**config.mk**
```make
export PLATFORM = sky130hd
export DESIGN_NAME = adder_tree_sr
export DESIGN_NICKNAME = d
export VERILOG_FILES = /design/src/rtl/adder_tree_sr.sv
export SDC_FILE = /design/constraint.sdc
export NUM_CORES = 1
export LEC_CHECK = 0
export CORE_ASPECT_RATIO = 2
export CORE_MARGIN = 2
export CORE_UTILIZATION = 39
export DETAILED_ROUTE_END_ITERATION = 12
export REMOVE_ABC_BUFFERS = 1
export SLEW_MARGIN = 20
export SYNTH_ARGS = -nofsm -noshare
export SYNTH_HDL_FRONTEND = slang
export SYNTH_SLANG_ARGS = --single-unit
```
**constraint.sdc**
```tcl
create_clock -name clk_i -period 6.6 [get_ports clk_i]
set_input_delay 1.32 -clock clk_i [delete_from_list [all_inputs] [get_ports clk_i]]
set_output_delay 1.32 -clock clk_i [all_outputs]
set_load 0.1 [all_outputs]
```
**src/rtl/adder_tree_sr.sv**
```systemverilog
// adder_tree_sr: pipelined signed adder tree with arithmetic shift, truncate/round-half-up,
// saturate/wrap to OUT_W bits and an overflow flag; valid and mode bits ride with the data.
module adder_tree_sr #(
   parameter int NUM_IN = 8,
   parameter int IN_W   = 14,
   parameter int OUT_W  = 12,
   parameter int SHIFT  = 3
) (
   input  logic                   clk_i,
   input  logic                   rst_ni,
   input  logic                   ce_i,
   input  logic                   in_valid_i,
   input  logic [NUM_IN*IN_W-1:0] din_i,
   input  logic                   rnd_mode_i,
   input  logic                   sat_en_i,
   output logic                   out_valid_o,
   output logic [OUT_W-1:0]       dout_o,
   output logic                   ovf_o
);
   localparam int L  = $clog2(NUM_IN);
   localparam int SW = IN_W + L;
   localparam logic signed [SW:0] HALF = (SW+1)'(SHIFT > 0 ? 1 << (SHIFT > 0 ? SHIFT - 1 : 0) : 0);
   localparam logic signed [SW:0] OMAX = (SW+1)'((1 << (OUT_W - 1)) - 1);
   localparam logic signed [SW:0] OMIN = (SW+1)'(-(1 << (OUT_W - 1)));
   genvar k, i;
   for (k = 0; k < L; k++) begin : g_st
      localparam int N = NUM_IN >> (k + 1);
      localparam int W = IN_W + k + 1;
      logic signed [W-1:0] s_q [N];
      logic signed [W-1:0] s_d [N];
      logic                v_q, rnd_q, sat_q;
      logic                v_d, rnd_d, sat_d;
      for (i = 0; i < N; i++) begin : g_add
         if (k == 0) begin : g_in
            assign s_d[i] = W'($signed(din_i[2*i*IN_W +: IN_W])) + W'($signed(din_i[(2*i+1)*IN_W +: IN_W]));
         end else begin : g_mid
            assign s_d[i] = W'(g_st[k-1].s_q[2*i]) + W'(g_st[k-1].s_q[2*i+1]);
         end
      end
      if (k == 0) begin : g_vin
         assign v_d   = in_valid_i;
         assign rnd_d = rnd_mode_i;
         assign sat_d = sat_en_i;
      end else begin : g_vmid
         assign v_d   = g_st[k-1].v_q;
         assign rnd_d = g_st[k-1].rnd_q;
         assign sat_d = g_st[k-1].sat_q;
      end
      always_ff @(posedge clk_i) begin
         if (!rst_ni) begin
            s_q   <= '{default: '0};
            v_q   <= 1'b0;
            rnd_q <= 1'b0;
            sat_q <= 1'b0;
         end else if (ce_i) begin
            s_q   <= s_d;
            v_q   <= v_d;
            rnd_q <= rnd_d;
            sat_q <= sat_d;
         end
      end
   end
   logic signed [SW-1:0] sum;
   logic signed [SW:0]   rs, r;
   logic                 lv, lrnd, lsat, ovf_d;
   logic [OUT_W-1:0]     dout_d;
   logic                 out_valid_q, ovf_q;
   logic [OUT_W-1:0]     dout_q;
   assign sum  = g_st[L-1].s_q[0];
   assign lv   = g_st[L-1].v_q;
   assign lrnd = g_st[L-1].rnd_q;
   assign lsat = g_st[L-1].sat_q;
   // One extra bit keeps the rounding increment from overflowing the full-range sum.
   always_comb begin
      rs     = (SW+1)'(sum) + (lrnd ? HALF : (SW+1)'(0));
      r      = rs >>> SHIFT;
      ovf_d  = (r > OMAX) || (r < OMIN);
      dout_d = !(lsat && ovf_d) ? r[OUT_W-1:0] : (r > OMAX) ? OMAX[OUT_W-1:0] : OMIN[OUT_W-1:0];
   end
   always_ff @(posedge clk_i) begin
      if (!rst_ni) begin
         out_valid_q <= 1'b0;
         dout_q      <= '0;
         ovf_q       <= 1'b0;
      end else if (ce_i) begin
         out_valid_q <= lv;
         if (lv) begin
            dout_q <= dout_d;
            ovf_q  <= ovf_d;
         end
      end
   end
   assign out_valid_o = out_valid_q;
   assign dout_o      = dout_q;
   assign ovf_o       = ovf_q;
endmodule

```
== Word level (Yosys, flattened, before mapping) ==
Cells that the tools add are included.
Cells by class
  multiplexer cells: 3
  reduce and logical (&&, ||, !) cells: 3
  $add $sub $neg: 8
  order comparisons: 2
Operators with widths (count)
  adder 14 x 14 -> 15 bit: 4
  adder 15 x 15 -> 16 bit: 2
  2-to-1 mux 12 bit: 2
  adder 17 x 4 -> 18 bit: 1
  adder 16 x 16 -> 17 bit: 1
  greater-than comparator 15 x 12 -> 1 bit (second input constant): 1
  < comparator 15 x 12 -> 1 bit (second input constant): 1
  2-to-1 mux 3 bit: 1
  AND reduction 2 bit: 1
  logical AND 1 bit: 1
  logical OR 1 bit: 1
Storage, ports and cells
  logic and storage cells: 35
  output and inout port bits: 14
  register bits: 132
  input port bits: 118

== Longest topological paths before layout ==
Gate-level depths: netlist (run 1).
  word-level depth: 6
  mapped depth: 10
  mapped depth without buffers: 10

== Worst setup path after synthesis (run 1) ==
No wires, ideal clock.
  path kind: input port to flip-flop
  from: input din_i[56]
  to: register g_st[0].s_q[27] (netlist bit)
  data required time: 6.478 ns
  stages: 10
  setup time: 0.122 ns
  slack: 3.493 ns
  arrival: 2.985 ns
  path buffers: 0
  path through: ha_1 -> inv_1 -> fa_1 -> nor2b_1 -> o31a_1 -> o21bai_1 -> a21oi_1 -> o41ai_1 -> nor3_1 -> a221o_1
On the way
  longest elaborated chain between the ends: 1
RTL lines
  from (decl): line 13  | input logic [NUM_IN*IN_W-1:0] din_i,
  adder 14 x 14 -> 15 bit: line 35  | assign s_d[i] = W'($signed(din_i[2*i*IN_W +: IN_W])) + W'($signed(din_i[(2*i+1)*IN_W +: IN_W]));
  to (signal assigned): line 51  | s_q <= '{default: '0};
  to (signal assigned): line 56  | s_q <= s_d;
  to (decl): line 29  | logic signed [W-1:0] s_q [N];
No other way between the ends.
A chain may end at the register's enable or synchronous reset.

== Worst setup path in the final report (run 1) ==
  from: input din_i[58]
  to: register g_st[0].s_q[27] (netlist bit)
The elaborated chain is that of the path after synthesis.

==> results.sh, run 1 <==
export IMPL_outcome="finished, final reports clean"
export IMPL_antenna_violations_before_repair=0
export IMPL_worstSetupPathType="in -> reg"
export IMPL_final_nets=1405
export IMPL_crit_fanout=4
export IMPL_count_of_standard_cell_rows=78
export IMPL_die_width_um=111.1
export IMPL_detailedPlace_worstSlack_ns=2.677
export IMPL_cp_slowest_cell="sky130_fd_sc_hd__o41ai_1"
export IMPL_synthDistinctLibCells=66
export IMPL_fin_crit_ns=3.523
export IMPL_clockBufferDepth=2
export IMPL_unrepaired_setup_endpoints_after_global_routing="false"
export IMPL_slew_headroom=0.3432
export IMPL_synth_top_family_by_area="compound AO/OA/AOI/OAI gates"
export IMPL_initialDrtViolationCount=325
export IMPL_postRouteWirelength_mm=22.63
export IMPL_die_area_um2=24260
export IMPL_yosysWarnings=0
export IMPL_finalWorstSetupSlack_ns=3.077
export IMPL_num_vias=8055
export IMPL_post_synthesis_sequential_area_ratio=0.2906
export IMPL_ys_dominant_reg_cell="sky130_fd_sc_hd__dfxtp_1"
export IMPL_hold_path_class="reg -> reg"
export IMPL_synth_mux_area_fraction=0.04625
export IMPL_cp_start_kind="input port"
export IMPL_drt_vias_per_instance=5.468
export IMPL_routabilityCongestion=0.8179
export IMPL_grt_overflow_total=0
export IMPL_first_global_vias=8017
export IMPL_drive_above_1_share=0.05448
export IMPL_cts_hold_buffers=0
export IMPL_synthesis_area_per_instance_um2=8.400
export IMPL_timing_critical_path_max_delay_family="compound AO/OA/AOI/OAI gates"
export IMPL_detailed_place_hpwl_mm=17.29
export IMPL_wl_per_cell_um=15.36
export IMPL_fin_worst_hold_slack_ns=0.4530
export IMPL_path_buf_inv=1
export IMPL_synth_compound_area_frac=0.2261
export IMPL_post_synth_instance_area_um2=8955
export IMPL_peakVddDrop_mv=0.1750
export IMPL_synth_async_reset_ratio=0
export IMPL_tritoncts="built"
export IMPL_max_cap_violations=0
export IMPL_ys_ff_latch=130
export IMPL_final_antenna_net_count=0
export IMPL_fraction_of_the_mapped_netlist_area_in_simple_logic_gates=0.1939
export IMPL_clock_insertion_delay_worst_skew_ns=0.42
export IMPL_drv_slew=0
export IMPL_dr_pass1_iters=4
export IMPL_ios=132
export IMPL_clock_sinks=130
export IMPL_clk_root_buffer_cell="sky130_fd_sc_hd__clkbuf_16"
export IMPL_syn_instance_count=1066
export IMPL_drcViolationCount=0
export IMPL_clk_pin_slew_worst_paths_ns=0.06
export IMPL_post_synth_fa_ha_maj_area_fraction=0.1545
export IMPL_timing_reg2reg_setup_slack_ns=4.13
export IMPL_timing_critical_path_cells="clkdlybuf4s50_1 -> ha_1 -> nor2b_1 -> o31a_1 -> o21bai_1 -> a21oi_1 -> o41ai_1 -> nor3_1 -> a221o_1"
export IMPL_clock_skew_final_ns=0.008783
export IMPL_p_leak_uw=0.004736
export IMPL_filler_cell_count=2238
export IMPL_flow_area_growth_from_synthesis_pct=24.41
export IMPL_cp_data_required_time_ns=6.91
export IMPL_post_cts_repair_setup_buffers=0
export IMPL_timing_critical_path_arrival_ns=3.84
export IMPL_placement_io_buffers=131
export IMPL_htreeDepth=4
export IMPL_cts_repair_resized=0
export IMPL_final_report_setup_violation_count=0
export IMPL_floorplan_core_area_um2=22640
export IMPL_finalHoldViolations=0
export IMPL_worst_pin_slew_ns=0.9816
export IMPL_grt_max_degree=61
export IMPL_cp_end_kind="flip-flop"
export IMPL_die_h_um=218.3
export IMPL_timing_final_crit_share=0.5339
export IMPL_gr_usage_total=0.1869
export IMPL_cts_buffers_inserted=17
export IMPL_worst_path_largest_cell_delay_ns=0.51
export IMPL_max_freq_mhz=283.8
export IMPL_grt_first_pass_wirelength_mm=37.20
export IMPL_xor_and_xnor_area_share_after_synthesis=0.05379
export IMPL_initial_core_util=0.3955
export IMPL_n_diodes=0
export IMPL_power_per_cell_area_nw_per_um2=232.1
export IMPL_synth_enable_flop_cells=0
export IMPL_fin_tns_setup_ns=0
-- cells in the mapped netlist (all sizes together) (5+ instances only) --
library cell / n / area, µm²
inv: 35 / 131.4
clkbuf: 33 / 123.9
a211oi: 31 / 277.8
nand2: 67 / 251.5
nand3: 31 / 155.2
dfxtp: 130 / 2603
ha: 101 / 1264
or3: 13 / 81.33
a41o: 6 / 60.06
o21ai: 67 / 339.1
nand4b: 9 / 78.83
nor2: 121 / 454.2
and2: 6 / 40.04
xnor2: 36 / 315.3
and3: 10 / 62.56
a31o: 5 / 43.79
o21a: 19 / 142.6
a21o: 23 / 172.7
nand2b: 23 / 143.9
fa: 6 / 120.1
nor3: 32 / 171.4
nor2b: 23 / 143.9
buf: 10 / 56.30
a31oi: 11 / 68.82
o21bai: 6 / 45.04
xor2: 19 / 166.4
o211ai: 9 / 67.56
mux2i: 38 / 380.4
a21oi: 74 / 370.4
-- tightest hold or removal path: stages (launching register included) --
cell and delay [ns]:
sky130_fd_sc_hd__dfxtp_1 0.31, sky130_fd_sc_hd__nand2_1 0.05, sky130_fd_sc_hd__a21oi_1 0.05
-- routing by layer --
layer,vias up,wire (µm),share of wire,global-route usage
met2,110,12610,0.56,0.3793
met5,-,0,0,0
met3,27,517,0.023,0.02690
met4,0,408,0.018,0.05802
li1,4124,-,-,-
met1,3794,9090,0.40,0.1936
-- report_power, final --
group	switching [µW]	total, µW	leakage (µW)	internal (µW)
Clock	373	1050	0.000314	677
Combinational	326	628	0.00335	302
Sequential	51.6	908	0.00107	856
-- placed cells by master (no fill, tap or decap), types with 10 or more instances in the layout --
cell                              synthesis  layout
sky130_fd_sc_hd__a211oi_1                22      22
sky130_fd_sc_hd__a21o_1                  23      23
sky130_fd_sc_hd__a21oi_1                 74      74
sky130_fd_sc_hd__a31oi_1                 11      11
sky130_fd_sc_hd__and3_1                  10      10
sky130_fd_sc_hd__clkbuf_16                0      17
sky130_fd_sc_hd__clkdlybuf4s50_1          0     130
sky130_fd_sc_hd__dfxtp_1                130     130
sky130_fd_sc_hd__ha_1                   101     101
sky130_fd_sc_hd__inv_1                   35      33
sky130_fd_sc_hd__mux2i_1                 38      38
sky130_fd_sc_hd__nand2_1                 67      67
sky130_fd_sc_hd__nand2b_1                23      23
sky130_fd_sc_hd__nand3_1                 31      31
sky130_fd_sc_hd__nor2_1                 121     121
sky130_fd_sc_hd__nor2b_1                 23      23
sky130_fd_sc_hd__nor3_1                  31      31
sky130_fd_sc_hd__o21a_1                  19      19
sky130_fd_sc_hd__o21ai_0                 66      66
sky130_fd_sc_hd__or3_1                   13      13
sky130_fd_sc_hd__xnor2_1                 36      36
sky130_fd_sc_hd__xor2_1                  19      19
-- final timing paths --
check,from,end,cells after the start
worst max-delay path,din_i[58],g_st[0].s_q[27]$_SDFFE_PN0P_,9
worst min-delay path,dout_o[11]$_SDFFE_PN0P_,dout_o[11]$_SDFFE_PN0P_,2
worst max register to register,g_st[0].s_q[30]$_SDFFE_PN0P_,g_st[1].s_q[30]$_SDFFE_PN0P_,10
worst min register to register,dout_o[11]$_SDFFE_PN0P_,dout_o[11]$_SDFFE_PN0P_,2
-- final cells by class --
type                    count  area [µm²]  share of cell area
repair buffers            138        1361              0.1222
clock buffers              18       429.2             0.03852
flip-flops and latches    130        2603              0.2336
clock inverters            14       225.2             0.02022
multi-input cells         858        6041              0.5422
inverters                  35       131.4             0.01179
well taps                 280       350.3             0.03145
-- state kept, by name, summed over array words and instances (netlist names) --
name         flops
g_st.s_q       107
g_st.v_q         3
g_st.rnd_q       3
ovf_o            1
out_valid_o      1
dout_o          12
g_st.sat_q       3
-- cell families after synthesis --
kind of cell    after synthesis
compound gates              299
mux                          41
xor+xnor                     55
flops                       130
buf+inv                      78
fa+ha+maj                   107
simple gates                356
-- per-stage QoR --
stage            util  area, µm²  cells  power (µW)
3_5_place_dp   0.4631      10490   1441        1556
3_3_place_gp   0.4631      10490   1441        1548
5_1_grt        0.4920      11140   1473        2727
6_report       0.4920      11140   1473        2586
2_1_floorplan       -       8775   1023        1336
4_1_cts        0.4920      11140   1473        2612
Power figures use the tool's default switching activity.
==> run 2: changes to the inputs <==
==> constraint.sdc (replaced) <==
create_clock -name clk_i -period 3.5 [get_ports clk_i]
set_input_delay 0.7 -clock clk_i [delete_from_list [all_inputs] [get_ports clk_i]]
set_output_delay 0.7 -clock clk_i [all_outputs]
set_load 0.1 [all_outputs]
==> run 2 against run 1 <==
Net effect: utilization rose by 0.23 points; sequential cell count did not move; clock power rose by 79%; total power rose by 85%; clock skew rose by 0.0025 ns; sequential power rose by 88%; cell area rose by 0.47%; non-clock buffer count rose by 10; count of clock-buffer cells in the layout did not move; critical path type unchanged.
==> results.sh, run 2 (synthesis gave the netlist of run 1 again) <==
export IMPL_routabilityCongestion=0.8068
export IMPL_final_report_setup_violation_count=0
export IMPL_largest_reg_flops=107
export IMPL_clk_pin_slew_worst_paths_ns=0.06
export IMPL_cts_buffers_inserted=17
export IMPL_outcome="finished, final reports clean"
export IMPL_peakVddDrop_mv=0.3175
export IMPL_timing_hold_worst_path_depth=2
export IMPL_regToRegStartpoint="g_st[1].s_q[18]$_SDFFE_PN0P_"
export IMPL_detailed_place_hpwl_mm=17.97
export IMPL_fin_worst_hold_slack_ns=0.4531
export IMPL_unrepaired_setup_endpoints_after_global_routing="false"
export IMPL_power_per_cell_area_nw_per_um2=427.4
export IMPL_fin_crit_ns=2.812
export IMPL_regMostFlops="g_st.s_q"
export IMPL_finalHoldViolations=0
export IMPL_initialDrtViolationCount=229
export IMPL_hold_path_class="reg -> reg"
export IMPL_die_area_um2=24260
export IMPL_clk_root_buffer_cell="sky130_fd_sc_hd__clkbuf_16"
export IMPL_drv_slew=0
export IMPL_final_nets=1415
export IMPL_worstSetupPathType="in -> reg"
export IMPL_detailed_place_area_um2=10580
export IMPL_critical_path_reg2reg_endpoint="g_st[2].s_q[15]$_SDFFE_PN0P_"
export IMPL_cts_hold_buffers=0
export IMPL_mostFrequentLayoutCells="sky130_fd_sc_hd__dfxtp_1 (130), sky130_fd_sc_hd__clkdlybuf4s50_1 (126), sky130_fd_sc_hd__nor2_1 (121)"
export IMPL_worstRegToRegCells=8
export IMPL_die_width_um=111.1
export IMPL_initial_core_util=0.3955
export IMPL_ios=132
export IMPL_slew_headroom=0.3553
export IMPL_drive_above_1_share=0.06650
export IMPL_first_global_vias=8087
export IMPL_post_cts_repair_setup_buffers=0
export IMPL_crit_fanout=3
export IMPL_fin_tns_setup_ns=0
export IMPL_timing_reg2reg_setup_slack_ns=0.95
export IMPL_floorplan_core_area_um2=22640
export IMPL_worst_pin_slew_ns=0.9640
export IMPL_flow_area_growth_from_synthesis_pct=25.00
export IMPL_clockBufferDepth=2
export IMPL_die_h_um=218.3
export IMPL_drcViolationCount=0
export IMPL_antenna_violations_before_repair=0
export IMPL_p_leak_uw=0.004778
export IMPL_count_of_standard_cell_rows=78
export IMPL_gr_usage_total=0.1919
export IMPL_n_diodes=0
export IMPL_clock_insertion_delay_worst_skew_ns=0.43
export IMPL_filler_cell_count=2285
export IMPL_timing_critical_path_arrival_ns=3.12
export IMPL_drt_vias_per_instance=5.463
export IMPL_sequential_cell_area_um2=2603
export IMPL_max_freq_mhz=355.6
export IMPL_placement_io_buffers=131
export IMPL_layout_cells_most_common="sky130_fd_sc_hd__dfxtp_1"
export IMPL_cp_data_required_time_ns=3.81
export IMPL_grt_max_degree=61
export IMPL_clock_sinks=130
export IMPL_fin_area_um2=11190
export IMPL_multi_input_comb_area_um2=6041
export IMPL_htreeDepth=4
export IMPL_grt_first_pass_wirelength_mm=38.12
export IMPL_postRouteWirelength_mm=23.03
export IMPL_max_cap_violations=0
export IMPL_final_antenna_net_count=0
export IMPL_clock_skew_final_ns=0.01125
export IMPL_tritoncts="built"
export IMPL_cp_end_kind="flip-flop"
export IMPL_grt_overflow_total=0
export IMPL_cts_repair_resized=0
export IMPL_cp_start_kind="input port"
export IMPL_worst_hold_startpoint="dout_o[11]$_SDFFE_PN0P_"
export IMPL_timing_final_crit_share=0.8035
export IMPL_wl_per_cell_um=15.53
export IMPL_num_vias=8101
export IMPL_min_delay_worst_endpoint="dout_o[11]$_SDFFE_PN0P_"
export IMPL_dr_pass1_iters=4
[run 2: worst max path at each step]
| stage | end | startpoint | depth (start not counted) | slack, ns |
|---|---|---|---|---|
| after floorplan | g_st[2].s_q[10]$_SDFFE_PN0P_ | rst_ni | 4 | 0.40 |
| after global placement | g_st[0].s_q[59]$_SDFFE_PN0P_ | din_i[0] | 11 | 0.35 |
| after detailed placement | g_st[0].s_q[42]$_SDFFE_PN0P_ | din_i[28] | 11 | 0.24 |
| after CTS | g_st[0].s_q[42]$_SDFFE_PN0P_ | din_i[28] | 11 | 0.68 |
| after global routing | g_st[0].s_q[42]$_SDFFE_PN0P_ | din_i[28] | 11 | 0.47 |
| final | g_st[0].s_q[42]$_SDFFE_PN0P_ | din_i[28] | 11 | 0.69 |
[run 2: where the power goes]
group / leakage [µW] / internal, µW / switching [µW]
combinational: 0.00342 / 579 / 615
sequential: 0.00107 / 1610 / 98.7
clock: 0.000290 / 1150 / 728
[run 2: worst max-delay path, cell delays in order]
cell and delay [ns]:
sky130_fd_sc_hd__clkdlybuf4s50_1 0.40, sky130_fd_sc_hd__ha_1 0.21, sky130_fd_sc_hd__inv_1 0.07, sky130_fd_sc_hd__fa_1 0.19, sky130_fd_sc_hd__nor2b_1 0.08, sky130_fd_sc_hd__o31a_1 0.29, sky130_fd_sc_hd__o21bai_1 0.25, sky130_fd_sc_hd__a21oi_1 0.13
sky130_fd_sc_hd__o41ai_1 0.43, sky130_fd_sc_hd__nor3_1 0.08, sky130_fd_sc_hd__a221o_1 0.27
[run 2: area by class of cell]
class,instances,share of cell area
clock buffer,18,0.03924
clock inverter,14,0.01587
inverter,35,0.01174
multi-input combinational,858,0.5397
timing repair buffer,148,0.1297
sequential,130,0.2325
tap,280,0.03130
[run 2: layer usage]
metal	track usage	wire length, µm	vias to the layer above
met3	0.02773	479	45
met1	0.1985	9191	3763
li1	-	-	4166
met4	0.08807	839	0
met2	0.3757	12520	127
met5	0	0	-
[run 2: through the flow]
stage / power, µW / setup slack, ns / util / instances
2_1_floorplan: 2520 / 0.4014 / - / 1023
3_3_place_gp: 2930 / 0.3481 / 0.4671 / 1451
3_5_place_dp: 2944 / 0.2406 / 0.4671 / 1451
4_1_cts: 4835 / 0.6768 / 0.4944 / 1483
5_1_grt: 5039 / 0.4688 / 0.4944 / 1483
6_report: 4784 / 0.6877 / 0.4944 / 1483
